`config.mk`:
```
export PLATFORM = sky130hd
export DESIGN_NAME = bit_iter_flat
export DESIGN_NICKNAME = d
export VERILOG_FILES = /design/src/rtl/bit_iter_if.sv /design/src/rtl/bit_iter.sv /design/src/flat_wrapper.sv
export SDC_FILE = /design/constraint.sdc
export NUM_CORES = 1
export LEC_CHECK = 0
export CAP_MARGIN = 20
export CORE_ASPECT_RATIO = 2
export CORE_UTILIZATION = 35
export DETAILED_ROUTE_END_ITERATION = 8
export DONT_BUFFER_PORTS = 1
export PLACE_DENSITY = 0.61
export SLEW_MARGIN = 20
export SYNTH_ARGS = -nofsm -noshare
export SYNTH_HDL_FRONTEND = slang
export SYNTH_SLANG_ARGS = --single-unit
```
`constraint.sdc`:
```
create_clock -name clk -period 5.3 [get_ports clk]
set_input_delay 0.53 -clock clk [delete_from_list [all_inputs] [get_ports clk]]
set_output_delay 0.53 -clock clk [all_outputs]
set_load 0.03 [all_outputs]
```
`src/rtl/bit_iter_if.sv`:
```
// bit_iter_if: word-in / beat-out handshake bundle for bit_iter.
interface bit_iter_if #(parameter int W = 32);
    localparam int LW = $clog2(W);
    logic          in_vld_i;
    logic          in_rdy_o;
    logic [W-1:0]  in_x_i;
    logic [LW-1:0] in_pos_i;
    logic          out_vld_o;
    logic          out_rdy_i;
    logic          out_any_o;
    logic [LW-1:0] out_idx_o;
    logic [W-1:0]  out_onehot_o;
    logic          out_last_o;
    modport master (
        output in_vld_i, in_x_i, in_pos_i, out_rdy_i,
        input  in_rdy_o, out_vld_o, out_any_o, out_idx_o, out_onehot_o, out_last_o
    );
    modport slave (
        input  in_vld_i, in_x_i, in_pos_i, out_rdy_i,
        output in_rdy_o, out_vld_o, out_any_o, out_idx_o, out_onehot_o, out_last_o
    );
endinterface

```
`src/rtl/bit_iter.sv`:
```
// bit_iter: emits every set bit of a captured word, one per cycle, in circular order from a start position.
module bit_iter #(parameter int W = 32) (
    input  logic      clk,
    input  logic      arst_n,
    bit_iter_if.slave bus
);
    localparam int LW = $clog2(W);
    typedef enum logic {IDLE, BUSY} state_t;
    state_t        r_state, w_next;
    logic [W-1:0]  r_mask;
    logic [LW-1:0] r_pos;
    logic          r_zero;
    logic [W-1:0]  w_rot, w_onehot;
    logic [LW-1:0] w_off, w_idx;
    logic          w_busy, w_any, w_single, w_take, w_fire;
    // Rotating by the start position turns the circular scan into a plain lowest-set-bit search.
    assign w_rot = W'({r_mask, r_mask} >> r_pos);
    always_comb begin
        w_off = '0;
        for (int k = W - 1; k >= 0; k--) if (w_rot[k]) w_off = LW'(k);
    end
    assign w_idx    = r_pos + w_off;
    assign w_busy   = r_state == BUSY;
    assign w_any    = w_busy & ~r_zero;
    assign w_onehot = w_any ? W'(1) << w_idx : '0;
    assign w_single = (r_mask & (r_mask - W'(1))) == '0;
    assign w_take   = bus.in_vld_i & ~w_busy;
    assign w_fire   = w_busy & bus.out_rdy_i;
    assign bus.in_rdy_o     = ~w_busy;
    assign bus.out_vld_o    = w_busy;
    assign bus.out_any_o    = w_any;
    assign bus.out_idx_o    = w_any ? w_idx : '0;
    assign bus.out_onehot_o = w_onehot;
    assign bus.out_last_o   = w_busy & w_single;
    always_comb begin
        w_next = w_take ? BUSY : (w_fire & w_single) ? IDLE : r_state;
    end
    always_ff @(posedge clk or negedge arst_n) begin
        if (!arst_n) begin
            r_state <= IDLE;
            r_mask  <= '0;
            r_pos   <= '0;
            r_zero  <= 1'b0;
        end else begin
            r_state <= w_next;
            if (w_take) begin
                r_mask <= bus.in_x_i;
                r_pos  <= bus.in_pos_i;
                r_zero <= bus.in_x_i == '0;
            end else if (w_fire) begin
                r_mask <= r_mask & ~w_onehot;
            end
        end
    end
endmodule

```
`src/flat_wrapper.sv`:
```
// flat-port wrapper written by rule: the top's interface ports become plain ports
module bit_iter_flat 
#(parameter int W = 32)
  (clk, arst_n, bus_in_vld_i, bus_in_x_i, bus_in_pos_i, bus_out_rdy_i, bus_in_rdy_o, bus_out_vld_o, bus_out_any_o, bus_out_idx_o, bus_out_onehot_o, bus_out_last_o);
  bit_iter_if #(.W(W)) bus_i ();
  input  logic clk;
  input  logic arst_n;
  input wire logic [$bits(bus_i.in_vld_i)-1:0] bus_in_vld_i;
  input wire logic [$bits(bus_i.in_x_i)-1:0] bus_in_x_i;
  input wire logic [$bits(bus_i.in_pos_i)-1:0] bus_in_pos_i;
  input wire logic [$bits(bus_i.out_rdy_i)-1:0] bus_out_rdy_i;
  output wire logic [$bits(bus_i.in_rdy_o)-1:0] bus_in_rdy_o;
  output wire logic [$bits(bus_i.out_vld_o)-1:0] bus_out_vld_o;
  output wire logic [$bits(bus_i.out_any_o)-1:0] bus_out_any_o;
  output wire logic [$bits(bus_i.out_idx_o)-1:0] bus_out_idx_o;
  output wire logic [$bits(bus_i.out_onehot_o)-1:0] bus_out_onehot_o;
  output wire logic [$bits(bus_i.out_last_o)-1:0] bus_out_last_o;
  assign bus_i.in_vld_i = bus_in_vld_i;
  assign bus_i.in_x_i = bus_in_x_i;
  assign bus_i.in_pos_i = bus_in_pos_i;
  assign bus_i.out_rdy_i = bus_out_rdy_i;
  assign bus_in_rdy_o = bus_i.in_rdy_o;
  assign bus_out_vld_o = bus_i.out_vld_o;
  assign bus_out_any_o = bus_i.out_any_o;
  assign bus_out_idx_o = bus_i.out_idx_o;
  assign bus_out_onehot_o = bus_i.out_onehot_o;
  assign bus_out_last_o = bus_i.out_last_o;
  bit_iter #(.W(W)) u_core (.clk(clk), .arst_n(arst_n), .bus(bus_i));
endmodule
```
==> run metrics, run 1 <==
First-pass DRT Iterations=6; Max Used Layer=met4; Post-synth EDFFs=0; Starting Density=between 30% and 40%; synth-to-layout area growth=54.5%; Slew HR=between 40% and 50%; DIE WIDTH=slightly above 100 um; RSZ-0062 raised after global routing=true; IO Pins=82; f_max=between 0.15 and 0.2 GHz; final wirelength=~36,000 um; Netlist cell types=slightly above 70; Critical Path Fanout Max=7; Final setup viols=52; worst setup margin=-0.650 ns; met2 WL=18,900 um; syn nets=732; HP Class=in2async; placed cells=~1,100; status=finished, violations left; register area share after synthesis=between 10% and 20%; GRT Overall Usage=a little over a third; 1st-iter DRT viols=around 800; fraction of registers with async set/reset=between 90% and 100%; Worst EP arrival=between 5 and 6 ns; antenna violations before repair=0; synthesized flop and latch total=39; Synth warnings=0; post-layout instance count excluding filler cells=1,178; Layout Skew=between 0.009 and 0.01 ns; WL met3=2230 um; worst skew pair latency=~0.30 ns; Post-Syn Area=between 6000 and 7000 sq um; vias in the first global route=between 8,000 and 9,000; CTS Buf Count=5; kind of critical path=reg2out; fin crit period=between 5 and 6 ns; Post-DP Area=about 9400 sq um; IO buf count=0; Max Root-Sink Buffers=2; violated checks=setup timing; post-route met1 wirelength=roughly 10,000 um; GRT Residual Overflow=0; Via Count=between 7,000 and 8,000; cell row count=approximately 70; H-tree lvl count=2; CTS sink cnt=39; first-pass GRT wire length=around 52,000 um; CTS tree=built; vias per cell=~6.7; maximum capacitance violations=0; clock root buffer=clkbuf_16; DR WL/cell=about 30 um; Final Slew Violations=0; crit path launch type=flip-flop; Post-Synthesis Cells=686; Final Cycle Share=112%; die height=around 200 um; routability congestion estimate=1.03; drc violations=0; Hold Vio Cnt, Final=0; core area=between 15,000 and 20,000 sq um; Clk pin slew, worst setup/hold paths=~0.06 ns; Worst Tran Pin Value=0.755 ns; worst path required time=approximately 4.8 ns; ys flop type=dfrtp_1; Die Footprint=approximately 20,000 sq um; design area=10,600 sq um; Synth Area per Inst=roughly 10 sq um; largest net degree at the start of global routing=40; Nets=964; HPWL Detailed=around 28,000 um; Final ANT Viol Nets=0; CP endpoint kind=output port; n_diodes=0; share of cells above drive strength 1=about 63%
==> per-layer routing <==
metal  global-route usage, %  vias to the layer above
li1                        -                     3204
met1                    33.5                     3928
met2                    64.4                      535
met3                    5.20                      197
met4                    32.5                        0
met5                       0                        -
==> kinds of logic after synthesis <==
kind of cell | after synthesis | synth area share (%)
buf+inv | 106 | 7.09
xor+xnor | 6 | 1.14
fa+ha+maj | 10 | 1.74
compound gates | 143 | 14.6
flops | 39 | 14.2
mux | 174 | 45.8
simple gates | 208 | 15.5
==> state kept, by name, summed over array words and instances (netlist names) <==
register,flops
u_core.r_zero,1
u_core.bus.out_vld_o,1
u_core.r_pos,5
u_core.r_mask,32
==> worst max-delay path, stage by stage (launching register included) <==
cell,delay [ns]
dfrtp_4,0.49
buf_8,0.15
buf_8,0.14
mux4_2,0.58
mux4_2,0.51
mux2_4,0.32
buf_4,0.14
a21oi_1,0.21
nor3_4,0.10
a41oi_2,0.16
a31oi_2,0.12
o2111ai_2,0.25
a2111oi_4,0.12
ha_2,0.20
inv_2,0.05
fa_2,0.20
inv_2,0.03
a21o_1,0.19
a21oi_4,0.18
xnor2_4,0.18
xor2_4,0.14
buf_12,0.17
buf_6,0.11
nor3_4,0.20
buf_12,0.17
==> cell usage after synthesis, types with 5 or more instances <==
master | number | area [sq um]
a21oi_1 | 15 | 75.1
nor4_1 | 11 | 68.8
nor3_2 | 9 | 90.1
nand2b_1 | 6 | 37.5
o31ai_1 | 9 | 67.6
mux2i_1 | 33 | 330
clkbuf_1 | 51 | 191
nand2_1 | 66 | 248
dfrtp_1 | 39 | 976
o21ai_0 | 21 | 105
nor2b_1 | 6 | 37.5
mux2_2 | 31 | 349
nand3_1 | 8 | 40.0
inv_1 | 17 | 63.8
nand4_1 | 6 | 37.5
mux4_2 | 110 | 2480
a22oi_1 | 27 | 203
buf_2 | 24 | 120
o21ai_1 | 17 | 85.1
or3_1 | 5 | 31.3
nor2_1 | 41 | 154
or2_2 | 7 | 43.8
a21o_1 | 5 | 37.5
nor3_1 | 18 | 90.1
buf_6 | 6 | 67.6
maj3_1 | 5 | 50.1
nand3b_1 | 5 | 37.5
and2_1 | 6 | 37.5
==> final timing paths <==
kind,cells after the start,endpoint,slack (ns),start
max in group asynchronous,1,u_core.r_pos[0]$_DFFE_PN0P_,5.00,arst_n
worst max register to register,27,u_core.r_mask[8]$_DFFE_PN0P_,-0.31,u_core.r_pos[0]$_DFFE_PN0P_
worst max-delay path,24,bus_out_onehot_o[21],-0.65,u_core.r_pos[0]$_DFFE_PN0P_
worst min-delay path,1,u_core.r_pos[1]$_DFFE_PN0P_,0.06,arst_n
worst min register to register,1,u_core.r_zero$_DFFE_PN0P_,0.52,u_core.r_zero$_DFFE_PN0P_
min in group clk,2,u_core.r_pos[1]$_DFFE_PN0P_,0.36,bus_in_pos_i[1]
==> layout by cell type, fill, tap and decap left out, types with 6 or more instances in the layout <==
| master | instances |
|---|---|
| nor3_4 | 19 |
| o21ai_0 | 10 |
| dfrtp_1 | 33 |
| inv_1 | 14 |
| nor4_1 | 11 |
| nand2_1 | 57 |
| o21ai_1 | 14 |
| o21ai_2 | 14 |
| a21oi_1 | 13 |
| nand4_1 | 6 |
| buf_12 | 30 |
| nor2_1 | 20 |
| buf_4 | 247 |
| mux2i_1 | 33 |
| nand2b_1 | 6 |
| nand2_2 | 6 |
| a22oi_1 | 26 |
| buf_8 | 7 |
| nor2_4 | 16 |
| nand3_1 | 6 |
| mux4_2 | 110 |
| mux2_2 | 29 |
| nor3_1 | 8 |
| buf_6 | 28 |
==> final cells by class <==
cell class / instances / area (sq um)
Clock buffer: 5 / 125
Clock inverter: 3 / 43.8
Fill cell: 1657 / 8640
Inverter: 18 / 67.6
Multi-Input combinational cell: 541 / 6190
Sequential cell: 39 / 986
Tap cell: 259 / 324
Timing Repair Buffer: 313 / 2900
==> what timing repair did <==
item,4_1_cts,5_1_grt
gates resized for setup,100,56
hold endpoints to repair,39,0
cloned,1,0
setup buffers,41,23
setup endpoints to repair,68,68
pin swaps,52,25
hold buffers,1,0
==> through the flow <==
stage	utilization [%]	hold slack [ns]	worst slack, ns	setup TNS (ns)
floorplan	-	0.234	-0.214	-4.47
finish	55.2	0.0600	-0.650	-23.03
detailed placement	48.8	0.235	-0.849	-41.81
global route	55.2	0.0706	-0.830	-34.04
global placement	48.8	0.236	-0.701	-33.68
CTS	53.5	0.0687	-0.700	-23.97
Power of run 1 is left out: the tool's default activity adds up to more than one toggle a clock period on the data nets, which glitch-free logic cannot reach.
==> run 2: changes to the inputs <==
--- a/config.mk
+++ b/config.mk
@@ -10,6 +10,7 @@
 export CORE_UTILIZATION = 35
 export DETAILED_ROUTE_END_ITERATION = 8
 export DONT_BUFFER_PORTS = 1
+export GPL_ROUTABILITY_DRIVEN = 0
 export PLACE_DENSITY = 0.61
 export SLEW_MARGIN = 20
 export SYNTH_ARGS = -nofsm -noshare
==> run 2 against run 1 <==
The flow still finishes with violations (setup timing). Critical path depth is 3 lower. Cell area decreased by 4.1%. Fmax decreased by 0.58%. Non-clock buffer count shrank 35. Final cell count is 3.0% lower. Global-route usage fell by 2.7 points. Flip-flop and latch count unchanged. Via count fell by 1.9%. Utilization is 2.2 points lower. Count of clock-buffer cells in the layout is the same. Critical path type unchanged.
==> run metrics, run 2 (synthesis gave the netlist of run 1 again) <==
DIE WIDTH=101 um (unchanged); Via Count=7,716 (-1.9%); IO buf count=0 (unchanged); GRT Residual Overflow=0 (unchanged); synth-to-layout area growth=48.2%; Max Root-Sink Buffers=2 (unchanged); Final Cycle Share=113% (+0.65 points); crit path launch type=flip-flop; Top Registers=u_core.r_mask (32), u_core.r_pos (5); Worst EP arrival=5.45 ns (+0.03 ns); IO Pins=82 (unchanged); status=finished, violations left; worst path required time=4.77 ns (about the same); max reg flops=32 (unchanged); worst r2r src=u_core.r_pos[0]$_DFFE_PN0P_; area of the multi-input gates=6110 sq um (-1.2%); cell row count=72 (unchanged); Final ANT Viol Nets=0 (unchanged); CTS sink cnt=39 (unchanged); violated checks=setup timing; Starting Density=35.7% (unchanged); worst setup margin=-0.684 ns (-0.0345 ns); Worst Tran Pin Value=0.779 ns (+0.0233 ns); Clk pin slew, worst setup/hold paths=0.06 ns (about the same); reg-to-reg slack, setup=-0.19 ns (+0.12 ns); kind of critical path=reg2out; commonest cells after routing, fill and taps aside=227 x buf_4, 110 x mux4_2, 60 x nand2_1, 34 x dfrtp_1, 33 x mux2i_1; core area=19,300 sq um (unchanged); worst skew pair latency=0.29 ns (about the same); CTS Buf Count=5 (unchanged); largest net degree at the start of global routing=53 (+33%); first-pass GRT wire length=49,000 um (-5.9%); Hold Vio Cnt, Final=0 (unchanged); vias in the first global route=8,114 (-1.8%); H-tree lvl count=2 (unchanged); most flop-heavy register=u_core.r_mask; clock root buffer=clkbuf_16; CTS tree=built; share of cells above drive strength 1=61.1% (-2.1 points); n_diodes=0 (unchanged); drc violations=0 (unchanged); DR WL/cell=28.7 um (-5.0%); HPWL Detailed=25,400 um (-7.9%); most common cell after layout, fill and taps aside=buf_4; Layout Skew=0.00292 ns (-0.00657 ns); antenna violations before repair=0 (unchanged); die height=200 um (unchanged); Slew HR=47.6% (-1.6 points); Nets=929 (-3.6%); RSZ-0062 raised after global routing=true; Reg area=985 sq um (-0.13%); Final Slew Violations=0 (unchanged); f_max=0.167 GHz (-0.58%); Fillers=1,651 (-0.36%); maximum capacitance violations=0 (unchanged); Final setup viols=57 (+9.6%); R2R depth=23 (-15%); fin crit period=5.98 ns (+0.0345 ns); First-pass DRT Iterations=5 (-1); CP endpoint kind=output port; fin util=53.0% (-2.2 points); Critical Path Fanout Max=11 (+4); FF-to-FF End=u_core.r_mask[15]$_DFFE_PN0P_; 1st-iter DRT viols=857 (+7.4%); HP Class=in2async; vias per cell=6.75 (+1.1%); Die Footprint=20,300 sq um (unchanged); final wirelength=32,800 um (-7.8%); GRT Overall Usage=33.1% (-2.7 points)
-- run 2: changes by cell type in the layout (fill, tap and decap cells not counted), moves of 4 or more --
cell	previous run	this run
nor3_2	0	4
nor2_1	20	24
buf_6	28	21
buf_4	247	227
nor2_2	5	1
buf_8	7	1
-- run 2: what timing repair did --
item                       CTS  global route
cloned                       1             1
setup buffers               22            10
setup endpoints to repair   68            69
hold endpoints to repair    39             0
gates resized for setup     53            54
pin swaps                   42            24
hold buffers                 1             0
-- run 2: final cells by class --
| type | instances | area share (%) |
|---|---|---|
| Inverter | 18 | 0.662 |
| Multi-Input combinational cell | 541 | 59.9 |
| Tap cell | 259 | 3.17 |
| Timing Repair Buffer | 278 | 25.0 |
| Sequential cell | 39 | 9.65 |
| Clock buffer | 5 | 1.23 |
| Clock inverter | 3 | 0.429 |
-- run 2: worst max-delay path, cell delays in order, from the launching register on --
cell,delay [ns]
dfrtp_4,0.56
buf_12,0.16
buf_16,0.13
mux4_2,0.54
mux2_2,0.33
mux4_2,0.49
buf_4,0.17
o2111ai_1,0.24
o2111ai_2,0.24
a2111oi_4,0.40
ha_2,0.25
inv_2,0.04
fa_2,0.34
inv_2,0.05
a21o_1,0.12
a21oi_2,0.06
xnor2_2,0.14
buf_4,0.16
xor2_4,0.20
buf_12,0.18
nor3_2,0.17
buf_4,0.19
-- run 2: how the worst max path moves through the flow --
stage / start / endpoint / slack [ns]
finish: u_core.r_pos[0]$_DFFE_PN0P_ / bus_out_onehot_o[17] / -0.68
global route: u_core.r_pos[0]$_DFFE_PN0P_ / bus_out_onehot_o[1] / -0.88
detailed placement: u_core.r_pos[0]$_DFFE_PN0P_ / bus_out_onehot_o[1] / -0.68
CTS: u_core.r_pos[0]$_DFFE_PN0P_ / bus_out_onehot_o[3] / -0.59
global placement: u_core.r_pos[0]$_DFFE_PN0P_ / bus_out_onehot_o[12] / -0.60
floorplan: u_core.r_pos[0]$_DFFE_PN0P_ / bus_out_onehot_o[1] / -0.21
-- run 2: metal layers --
metal | global-route usage, % | vias up | wire length, um
met2 | 58.0 | 601 | 16900
met3 | 6.52 | 259 | 2540
met1 | 30.7 | 3724 | 9140
met4 | 31.6 | 0 | 4190
li1 | - | 3132 | -
met5 | 0 | - | 0
-- run 2: stage by stage --
step,worst slack (ns),area (sq um),TNS (ns),hold slack [ns],instances
2_1_floorplan,-0.214,7250,-4.47,0.234,686
3_3_place_gp,-0.600,9270,-25.45,0.235,1103
3_5_place_dp,-0.682,9270,-30.72,0.235,1103
4_1_cts,-0.594,9890,-17.89,0.0774,1135
5_1_grt,-0.878,10200,-35.09,0.0870,1143
6_report,-0.684,10200,-23.10,0.0682,1143
Power of run 2 is left out for the same reason.
